## src/rtl/conv_window_gen_pkg.sv

```systemverilog
// Shared defaults, FSM encoding and window-slice indices for the 3x3 window generator.
package conv_window_gen_pkg;

  localparam int DEF_DATA_W = 9;
  localparam int DEF_MAX_W  = 58;
  localparam int DEF_MAX_H  = 58;

  typedef enum logic {
    ST_IDLE = 1'b0,
    ST_RUN  = 1'b1
  } state_e;

  // Slice k of the window bus sits at [k*DATA_W +: DATA_W], row-major, top-left first.
  localparam int WIN_TL = 0;
  localparam int WIN_TM = 1;
  localparam int WIN_TR = 2;
  localparam int WIN_ML = 3;
  localparam int WIN_MM = 4;
  localparam int WIN_MR = 5;
  localparam int WIN_BL = 6;
  localparam int WIN_BM = 7;
  localparam int WIN_BR = 8;

endpackage

```

## src/rtl/conv_window_gen_line_mem.sv

```systemverilog
// One image row of pixels: combinational read, synchronous write to the same address
// (read-before-write). Contents are not reset; an SRAM macro can replace this later.
module line_mem #(
  parameter int DATA_W = 9,
  parameter int DEPTH  = 58,
  parameter int AW     = $clog2(DEPTH + 1)
) (
  input  logic              clk,
  input  logic              we_i,
  input  logic [AW-1:0]     addr_i,
  input  logic [DATA_W-1:0] wdata_i,
  output logic [DATA_W-1:0] rdata_o
);

  logic [DATA_W-1:0] mem_q [DEPTH];

  assign rdata_o = mem_q[addr_i];

  always_ff @(posedge clk) begin
    if (we_i) mem_q[addr_i] <= wdata_i;
  end

endmodule

```

## src/rtl/conv_window_gen.sv

```systemverilog
// Stall-aware 3x3 sliding-window generator with runtime image size; pixels advance only
// on in_valid, each window is tagged with row/col and end-of-frame one cycle after the accept.
module conv_window_gen
  import conv_window_gen_pkg::*;
#(
  parameter int DATA_W = DEF_DATA_W,
  parameter int MAX_W  = DEF_MAX_W,
  parameter int MAX_H  = DEF_MAX_H,
  parameter int CW     = $clog2(MAX_W + 1),
  parameter int CH     = $clog2(MAX_H + 1)
) (
  input  logic                clk,
  input  logic                rst,
  input  logic                start,
  input  logic [CW-1:0]       cfg_width,
  input  logic [CH-1:0]       cfg_height,
  input  logic                in_valid,
  input  logic [DATA_W-1:0]   in_data,
  output logic                out_valid,
  output logic [9*DATA_W-1:0] win,
  output logic [CH-1:0]       out_row,
  output logic [CW-1:0]       out_col,
  output logic                frame_done,
  output logic                busy,
  output logic                cfg_err
);

  state_e              state_q, state_d;
  logic [CW-1:0]       w_q, w_d, c_q, c_d, out_col_q;
  logic [CH-1:0]       h_q, h_d, r_q, r_d, out_row_q;
  logic                err_q, err_d;
  logic                out_valid_q, frame_done_q;
  logic [9*DATA_W-1:0] win_q;
  logic [DATA_W-1:0]   rd0, rd1;

  logic accept, cfg_ok, last_col, last_pix, win_ok;

  assign busy     = (state_q == ST_RUN);
  assign accept   = in_valid && busy;
  assign cfg_ok   = (cfg_width  >= CW'(3)) && (cfg_width  <= CW'(MAX_W)) &&
                    (cfg_height >= CH'(3)) && (cfg_height <= CH'(MAX_H));
  assign last_col = (c_q == w_q - CW'(1));
  assign last_pix = last_col && (r_q == h_q - CH'(1));
  // Columns 0/1 of a row still hold the previous row's tail, so they never form a window.
  assign win_ok   = (r_q >= CH'(2)) && (c_q >= CW'(2));

  line_mem #(.DATA_W(DATA_W), .DEPTH(MAX_W), .AW(CW)) u_mem0 (
    .clk     (clk),
    .we_i    (accept),
    .addr_i  (c_q),
    .wdata_i (rd1),
    .rdata_o (rd0)
  );

  line_mem #(.DATA_W(DATA_W), .DEPTH(MAX_W), .AW(CW)) u_mem1 (
    .clk     (clk),
    .we_i    (accept),
    .addr_i  (c_q),
    .wdata_i (in_data),
    .rdata_o (rd1)
  );

  always_ff @(posedge clk or posedge rst) begin
    if (rst) begin
      state_q <= ST_IDLE;
      w_q     <= '0;
      h_q     <= '0;
      r_q     <= '0;
      c_q     <= '0;
      err_q   <= 1'b0;
    end else begin
      state_q <= state_d;
      w_q     <= w_d;
      h_q     <= h_d;
      r_q     <= r_d;
      c_q     <= c_d;
      err_q   <= err_d;
    end
  end

  // A start in the same cycle as an accept overrides the counter advance but not the output.
  always_comb begin
    state_d = state_q;
    w_d     = w_q;
    h_d     = h_q;
    r_d     = r_q;
    c_d     = c_q;
    err_d   = err_q;
    if (accept) begin
      if (last_col) begin
        c_d = '0;
        r_d = r_q + CH'(1);
      end else begin
        c_d = c_q + CW'(1);
      end
      if (last_pix) state_d = ST_IDLE;
    end
    if (start) begin
      if (cfg_ok) begin
        state_d = ST_RUN;
        w_d     = cfg_width;
        h_d     = cfg_height;
        r_d     = '0;
        c_d     = '0;
        err_d   = 1'b0;
      end else begin
        state_d = ST_IDLE;
        err_d   = 1'b1;
      end
    end
  end

  always_ff @(posedge clk or posedge rst) begin
    if (rst) begin
      out_valid_q  <= 1'b0;
      frame_done_q <= 1'b0;
      win_q        <= '0;
      out_row_q    <= '0;
      out_col_q    <= '0;
    end else begin
      out_valid_q  <= accept && win_ok;
      frame_done_q <= accept && last_pix;
      if (accept) begin
        for (int i = 0; i < 3; i++) begin
          win_q[(3*i)*DATA_W   +: DATA_W] <= win_q[(3*i+1)*DATA_W +: DATA_W];
          win_q[(3*i+1)*DATA_W +: DATA_W] <= win_q[(3*i+2)*DATA_W +: DATA_W];
        end
        win_q[WIN_TR*DATA_W +: DATA_W] <= rd0;
        win_q[WIN_MR*DATA_W +: DATA_W] <= rd1;
        win_q[WIN_BR*DATA_W +: DATA_W] <= in_data;
      end
      if (accept && win_ok) begin
        out_row_q <= r_q - CH'(2);
        out_col_q <= c_q - CW'(2);
      end
    end
  end

  assign out_valid  = out_valid_q;
  assign frame_done = frame_done_q;
  assign win        = win_q;
  assign out_row    = out_row_q;
  assign out_col    = out_col_q;
  assign cfg_err    = err_q;

endmodule
```

## config.mk

```make
export PLATFORM = sky130hd
export DESIGN_NAME = conv_window_gen
export DESIGN_NICKNAME = d
export VERILOG_FILES = /design/src/rtl/conv_window_gen_pkg.sv /design/src/rtl/conv_window_gen_line_mem.sv /design/src/rtl/conv_window_gen.sv
export SDC_FILE = /design/constraint.sdc
export NUM_CORES = 1
export LEC_CHECK = 0
export ABC_CLOCK_PERIOD_IN_PS = 4300
export BUFFER_PORTS_ARGS = -buffer_cell sky130_fd_sc_hd__buf_2
export CAP_MARGIN = 10
export CORE_MARGIN = 3
export CORE_UTILIZATION = 50
export DETAILED_ROUTE_END_ITERATION = 6
export HOLD_SLACK_MARGIN = 0.03
export PLACE_DENSITY = 0.69
export SYNTH_ARGS = -nofsm -noshare
export SYNTH_HDL_FRONTEND = slang
export SYNTH_SLANG_ARGS = --single-unit
```

## constraint.sdc

```tcl
create_clock -name clk -period 4.3 [get_ports clk]
set_input_delay 0.43 -clock clk [delete_from_list [all_inputs] [get_ports clk]]
set_output_delay 0.43 -clock clk [all_outputs]
set_load 0.05 [all_outputs]
```

## Word-level counts from Yosys, hierarchy flattened

Memories as Yosys holds them, arrays and structs flattened. A register that Yosys moved wholly into a read port is not among the register bits.
Index checks and enable logic that the tools add are counted.

| word-level totals | value |
|---|---|
| ROM bits | 0 |
| memory bits (writable) | 1044 |
| memories kept | 2 |
| logic and storage cells | 54 |
| bits in registers | 121 |
| bits in latches | 0 |

Memories:

| name | depth | width | read ports | clocked after Yosys merged registers in | wr ports | line | text |
|---|---|---|---|---|---|---|---|
| u_mem0.mem_q | 58 | 9 | 1 | 1 | 1 | conv_window_gen_line_mem.sv:15 | `logic [DATA_W-1:0] mem_q [DEPTH];` |
| u_mem1.mem_q | 58 | 9 | 1 | 0 | 1 | conv_window_gen_line_mem.sv:15 |  |

| cells by class | value |
|---|---|
| bitwise operators | 0 |
| mux-type cells | 15 |
| divide/modulo/power cells | 0 |
| shifts and indexed selects | 0 |
| $mul | 0 |
| eq/ne operators | 2 |
| order comparisons | 6 |
| add/sub/neg operators | 6 |
| reduce and logical (&&, ||, !) cells | 12 |

Operators with widths:

| cell | number |
|---|---|
| 6-bit 2-to-1 mux | 8 |
| 6-bit by 2-bit greater-or-equal comparator with 1-bit output (second input constant) | 4 |
| 6-bit by 1-bit adder with 6-bit output (second input constant) | 2 |
| 6-bit == test | 2 |
| 6-bit <= comparator (second input constant) | 2 |
| 6-bit by 1-bit subtractor with 6-bit output (second input constant) | 2 |
| 6-bit by 2-bit subtractor with 6-bit output (second input constant) | 2 |
| 1-bit logical AND | 8 |
| 1-bit 2-to-1 mux | 7 |
| 2-bit AND reduction | 2 |
| 2-bit nonzero test | 2 |

## Logic depth before layout (Yosys ltp)

Gate-level depths: netlist (run 1).

| logic depth | value |
|---|---|
| depth after elaboration | 6 |
| depth in mapped cells | 12 |
| mapped depth without buffers | 8 |

## Modules after synthesis

A second synthesis (run 1) with hierarchy kept.

| unflattened totals | value |
|---|---|
| cells, all modules | 2585 |
| area total of the unflattened synthesis | 46231.8 um^2 |

By module, submodules not included:

| module | cells each | times used | area each (um^2) |
|---|---|---|---|
| line_mem | 1087 | 2 | 20546.0 |
| conv_window_gen | 411 | 1 | 5139.9 |

## Worst setup path before layout (run 1)

No wires, ideal clock.

| timing | value |
|---|---|
| path type | flip-flop to flip-flop |
| start point | reg c_q[1] |
| end point | mem u_mem0.mem_q[0][4] (data pin) |
| cell stages (with the launch flop) | 8 |
| data required time | 3612 ps |
| arrival | 4028 ps |
| library setup time | 688 ps |
| slack | -415 ps |
| clock period less this slack | 4715 ps |
| cells stage by stage | dfrtp_1 > buf_6 > buf_4 > buf_4 > buf_2 > mux4_2 > a21oi_1 > o311ai_1 |

| on the way | value |
|---|---|
| word-level cells in the longest chain between the ends | 1 |

RTL lines:

| what | line | text |
|---|---|---|
| start: declaration | conv_window_gen.sv:29 | `logic [CW-1:0] w_q, w_d, c_q, c_d, out_col_q;` |
| start signal: assignment | conv_window_gen.sv:69 | `c_q <= '0;` |
| start signal: assignment | conv_window_gen.sv:76 | `c_q <= c_d;` |
| memory 58 x 9 bit | -- |  |
| named net rd1[4] | conv_window_gen.sv:34 | `logic [DATA_W-1:0] rd0, rd1;` |
| end: declaration | conv_window_gen_line_mem.sv:15 |  |

The timed path passes the listed nets, and every way through them passes these cells.

## Final worst setup path (run 1)

| timing | value |
|---|---|
| start point | reg c_q[0] |
| end point | mem u_mem0.mem_q[1][5] (data pin) |

Same word-level chain as after synthesis.

==> results.cfg, run 1 <==
[worst_hold_path]
hold_class = in -> reg

[final_layout]
multiInputGateArea_mm2 = 0.0106
drive_gt1_share_pct = 26.0
final_util_pct = 58.0
fill_cells = 6605
diodes = 0
postLayoutCellArea_mm2 = 0.0523
layout.nets = 2795
area_delta_synth_final_pct = 14.7
regArea_mm2 = 0.0344

[route]
dr.first_iter.drc_count = 4615
drc_errors = 0
vias_per_cell = 6.46
postRouteAntennaNets = 0
vias = 26000
firstDrtPassIters = 6
routedWlPerCell_um = 31.8
wirelength_mm = 128

[sta]
setup_violations = 0
fmax_mhz = 256
clock_skew_ns = 0.0441
period_minus_slack_ns = 3.91
period_share_pct = 90.9
slew_headroom_pct = 16.9
final_max_slew_viol_count = 0
hold_viol_final = 0
rsz0062_at_grt = no
tightestPinTransition_ns = 1.23
finalSetupTns_ns = 0
hold_slack_ns = 0.0551

[logic_synthesis]
ys_top_cells_by_count = edfxtp_1 (1044), nand2_1 (300), mux4_2 (202)
syn_inst = 2493
synth_area_per_cell_um2 = 18.3
synth.top_cell.area_share_pct = 68.7
async_flop_share_pct = 10.4
synth_fp_nets = 2531
synth_most_common_cell = edfxtp_1
synth_edf_count = 1044
synthFlopType = edfxtp_1
yosys-top-cells-area = edfxtp_1 (69%), mux4_2 (10%), dfrtp_1 (6.6%)
synth-seq-cells = 1165
netlist_area_mm2 = 0.0456
yosysTopAreaCell = edfxtp_1
yosysWarningCount = 0
synth_cell_types = 72
synth_seq_area_share_pct = 75.3

[global_route]
antenna_found_initial = 6
grt_usage_pct = 27.1
grt_pass1_vias = 25400
grt_start_max_net_pins = 76
grt.overflow.total = 0
grt_pass1_wl_mm = 184

[power]
vdd_ir_drop_max_mv = 0.354
p_leak_nw = 17.5
power_density_mw_per_mm2 = 508

[clocking]
clockBufferDepth = 3
cts_setup_buffers = 0
numCtsBuffers = 111
path_clk_slew_ns = 0.06
htree_num_levels = 3
clock-sinks = 1165
cts_tree = done
clock_latency_ns = 0.70
cts_root_buf = clkbuf_16

[floorplanning]
rows = 110
die_w_um = 308
io_pins = 122
start_util_pct = 50.5
dieArea_mm2 = 0.0949
core_region_area_mm2 = 0.0903
die_h_um = 308

[worst_setup_path]
cp.required_ns = 4.68
crit_fanout = 48
path_class = reg -> reg
cp-end-kind = flop
cp_data_arrival_time_ns = 4.29
crit_path_start_kind = flop
r2r_slack_ns = 0.39

[placed_design]
place_hpwl_mm = 80.1
place_area_mm2 = 0.0485
port_buffers = 121
place.gp.congestion = 0.944

[status]
status = completed

[run]
maxCapViolCount = 0
-- layout make-up --
| cell class | count | share of cell area, % |
|---|---|---|
| multi-input combinational | 1171 | 20.3 |
| clock buffer | 150 | 5.73 |
| inverter | 15 | 0.112 |
| timing repair buffer | 293 | 4.12 |
| sequential | 1165 | 65.7 |
| tap | 1176 | 2.81 |
| clock inverter | 58 | 1.25 |
-- worst max-delay path, cell delays in order, from the launching register on --
cell and delay, ns:
dfrtp_4 0.90, buf_12 0.36, mux4_2 0.54, a22oi_1 0.32
o22ai_1 0.31, nor3_1 0.55, nand2_2 0.28, buf_12 0.27
-- final timing paths --
kind | from | endpoint | depth (start not counted)
worst max-delay path | c_q[0] | u_mem0.mem_q[1][5] | 7
worst min-delay path | cfg_height[2] | h_q[2] | 2
worst max register to register | c_q[0] | u_mem0.mem_q[1][5] | 7
worst min register to register | win[6] | win[6] | 2
max in group asynchronous | rst | c_q[3] | 4
min in group asynchronous | rst | win[36] | 3
-- layer usage --
metal	vias to the layer above	wire length, um	share of wire (%)	track usage [%]
li1	10400	-	-	-
met1	13500	48700	38	38.1
met2	1805	59200	46	41.9
met3	302	14600	11	6.23
met4	2	5630	4.4	10.3
met5	-	13	0.010	0
-- repair_timing --
action                                 CTS  global route
resized for setup                        0             0
endpoints found under the hold margin   70             0
hold buffers                            13             0
-- layout by cell type, fill, tap and decap left out, types with 7 or more instances in the layout --
| master | instances |
|---|---|
| edfxtp_1 | 1044 |
| nand2_1 | 297 |
| mux4_2 | 202 |
| buf_4 | 141 |
| buf_2 | 121 |
| mux2i_1 | 119 |
| dfrtp_1 | 116 |
| clkbuf_16 | 112 |
| nor2_1 | 62 |
| a22oi_1 | 47 |
| a21oi_1 | 46 |
| nor2_2 | 43 |
| o21ai_0 | 42 |
| clkbuf_1 | 32 |
| nand3_1 | 31 |
| nor3_1 | 27 |
| mux2_2 | 22 |
| clkinv_2 | 19 |
| clkinv_1 | 18 |
| a31oi_1 | 18 |
| buf_12 | 18 |
| ha_1 | 13 |
| dlygate4sd3_1 | 13 |
| and2_1 | 12 |
| o22ai_1 | 12 |
| xnor2_1 | 12 |
| a211oi_1 | 12 |
| bufinv_16 | 12 |
| inv_1 | 11 |
| nor2b_1 | 10 |
| nand4_1 | 10 |
| xor2_1 | 10 |
| nand2b_1 | 8 |
| or3_1 | 8 |
| o211ai_1 | 8 |
| a221oi_1 | 7 |
-- state kept, by name (all words and copies together) (netlist names), 6 cells and up --
name          flops
out_col           6
u_mem1.mem_q    522
out_row           6
r_q               6
win              81
u_mem0.mem_q    522
h_q               6
c_q               6
w_q               6
-- power breakdown --
group          switching [mW]  total, mW  internal (mW)  leakage, nW
sequential              0.309       13.2           12.9         10.9
clock                    4.12       9.75           5.62         1.77
combinational            2.52       3.61           1.09         4.84
total                    6.95       26.6           19.6         17.5
-- logic make-up after synthesis --
family,after synthesis,share of synthesized area [%]
flip-flops,1165,75.3
AND/OR/NAND/NOR,540,5.16
multiplexers,345,13.2
AO/OA/AOI/OAI,251,3.71
buffers and inverters,157,1.83
XOR/XNOR,22,0.422
adder cells (fa/ha/maj),13,0.356
-- stage by stage --
stage | setup WS (ns) | std cells | power (mW)
floorplan | 0.0787 | 2493 | 15.8
CTS | 0.472 | 4027 | 26.7
detailed placement | 0.495 | 3806 | 17.0
global placement | 0.528 | 3806 | 17.0
finish | 0.393 | 4028 | 26.6
global route | 0.281 | 4028 | 27.4
(Power assumes the default switching activity.)
==> run 2, diff against run 1 <==
Settings changed: SYNTH_HIERARCHICAL set to 1.
==> results.cfg, run 2 <==
[status]
status = completed

[power]
vdd_ir_drop_max_mv = 0.454
power_switching_mw = 9.69
p_leak_nw = 17.8
p_seq_share_pct = 44.6
swShare_pct = 30.9
p_total_mw = 31.4
clockPowerShare_pct = 31.2
p_int_mw = 21.7
power_density_mw_per_mm2 = 592
p_comb_share_pct = 24.2

[worst_setup_path]
crit_fanout = 28
cp.required_ns = 4.71
crit_path_start_kind = flop
reg2regPathDepth = 8
path_class = reg -> reg
r2r_start = c_q[1]
r2r_slack_ns = 0.32
cp-end-kind = flop
r2r_end = u_mem0/mem_q[27][6]
cp_data_arrival_time_ns = 4.39

[clocking]
numCtsBuffers = 108
clockBufferDepth = 3
cts_root_buf = clkbuf_16
clock_latency_ns = 0.69
clock-sinks = 1165
htree_num_levels = 3
cts_tree = done
path_clk_slew_ns = 0.06

[route]
firstDrtPassIters = 7
vias_per_cell = 6.44
routedWlPerCell_um = 29.5
postRouteAntennaNets = 0
dr.first_iter.drc_count = 3296
drc_errors = 0
vias = 26700
wirelength_mm = 122

[sta]
hold_viol_final = 0
slew_headroom_pct = 16.5
hold_slack_ns = 0.119
tightestPinTransition_ns = 1.25
fmax_mhz = 251
setup_violations = 0
finalSetupTns_ns = 0
clock_skew_ns = 0.0347
final_max_slew_viol_count = 0
rsz0062_at_grt = no
period_minus_slack_ns = 3.98
fin_ws_ns = 0.317
period_share_pct = 92.6

[global_route]
grt_pass1_wl_mm = 179
antenna_found_initial = 1
top_usage_layer = met2
grtUsageMet3_pct = 4.38
grtUsageMet2_pct = 40.0
grtUsageMet1_pct = 34.7
grt_usage_pct = 25.3
grt_start_max_net_pins = 71
grt_pass1_vias = 26300
grt.overflow.total = 0

[worst_hold_path]
min_path_cells = 3
hold-path-endpoint = h_q[3]
hold_class = in -> reg
hp-start = cfg_height[3]

[final_layout]
area_delta_synth_final_pct = 14.7
final_util_pct = 58.4
layout.nets = 2920
stdcell_count = 4151
fill_cells = 6606
final_cell_mix = edfxtp_1 (1044), buf_4 (214), nor2_1 (160)
mostFrequentLayoutCell = edfxtp_1
diodes = 0
drive_gt1_share_pct = 27.1
postLayoutCellArea_mm2 = 0.0530

[placed_design]
placedCellCount = 3938
place.gp.congestion = 0.934
place_hpwl_mm = 76.4
port_buffers = 121
dp_slack_ns = 0.390
place_area_mm2 = 0.0492

[logic_synthesis]
yosysTopAreaCell = edfxtp_1
synth.top_cell.area_share_pct = 67.8
synth_most_common_cell = edfxtp_1
synth_seq_area_share_pct = 74.4
yosys-top-cells-area = edfxtp_1 (68%), dfrtp_1 (6.5%), mux4_2 (4.7%)
netlist_area_mm2 = 0.0462
synth_cell_types = 67
synthFlopType = edfxtp_1
yosysWarningCount = 6
synth-seq-cells = 1165
synth_area_per_cell_um2 = 17.9
synth_edf_count = 1044
syn_inst = 2585
ys_top_cells_by_count = edfxtp_1 (1044), nor2_1 (161), mux2_2 (158)
async_flop_share_pct = 10.4
synth_fp_nets = 2620

[floorplanning]
die_h_um = 310
rows = 110
dieArea_mm2 = 0.0961
core_region_area_mm2 = 0.0908
start_util_pct = 50.9
io_pins = 122
die_w_um = 310

[run]
maxCapViolCount = 0
==> run 2: cell types whose count changed in the layout (fill, tap and decap cells not counted), sizes merged, moves of 66 or more <==
cell / before / now
a221oi: 7 / 84
mux4: 202 / 116
mux2i: 119 / 42
buf: 280 / 346
nand2: 300 / 109
mux2: 24 / 194
==> run 2: logic make-up (layout without fill, tap and decap cells) <==
family	count (synthesis)	after routing	synth area share, %
simple gates	416	416	4.14
mux	352	352	11.5
flops	1165	1165	74.4
buf+inv	189	579	2.21
compound gates	427	427	7.00
fa+ha+maj	10	10	0.271
xor+xnor	26	26	0.493
==> run 2: repair_timing <==
item                       CTS  global route
hold endpoints to repair    80             0
setup buffers                0             0
setup endpoints to repair    0             0
hold buffers                13             0
resized for setup            0             0
==> run 2: cell type report <==
cell class | count | area [um2] | share of cell area [%]
Sequential cell | 1165 | 34400 | 64.9
Multi-Input combinational cell | 1231 | 10900 | 20.5
Clock buffer | 134 | 2920 | 5.51
Timing Repair Buffer | 359 | 2560 | 4.83
Tap cell | 1176 | 1470 | 2.78
Clock inverter | 66 | 728 | 1.37
Inverter | 20 | 78.8 | 0.149
==> run 2: metal layers <==
layer / routed length [um] / up-vias
met3: 11600 / 353
met2: 57600 / 1695
li1: - / 11000
met1: 46600 / 13600
met4: 6390 / 0
met5: 0 / -
==> run 2: power by group through the flow <==
| stage | combinational, mW | clock, mW | sequential, mW |
|---|---|---|---|
| 4_1_cts | 7.53 | 9.92 | 14.0 |
| 6_report | 7.58 | 9.80 | 14.0 |
| 5_1_grt | 7.90 | 10.4 | 14.0 |
| 3_3_place_gp | 7.37 | 0 | 14.2 |
| 2_1_floorplan | 3.55 | 0 | 15.4 |
| 3_5_place_dp | 7.51 | 0 | 14.2 |
==> run 2: critical path, cell delays in order, from the launching register on <==
cell and delay [ns]:
dfrtp_4 0.80, buf_4 0.39, nor2_1 0.27, buf_4 0.26
a22oi_1 0.19, o22ai_1 0.15, a222oi_1 0.60, nand3_2 0.62
buf_4 0.38
==> run 2: worst max-delay path by stage <==
| stage | start | to | slack, ns |
|---|---|---|---|
| floorplan | c_q[1] | win[45] | 0.40 |
| global placement | c_q[1] | u_mem0/mem_q[41][8] | 0.31 |
| detailed placement | c_q[1] | u_mem0/mem_q[41][6] | 0.39 |
| CTS | c_q[1] | u_mem0/mem_q[33][6] | 0.37 |
| global route | c_q[1] | u_mem0/mem_q[56][6] | 0.30 |
| finish | c_q[1] | u_mem0/mem_q[27][6] | 0.32 |
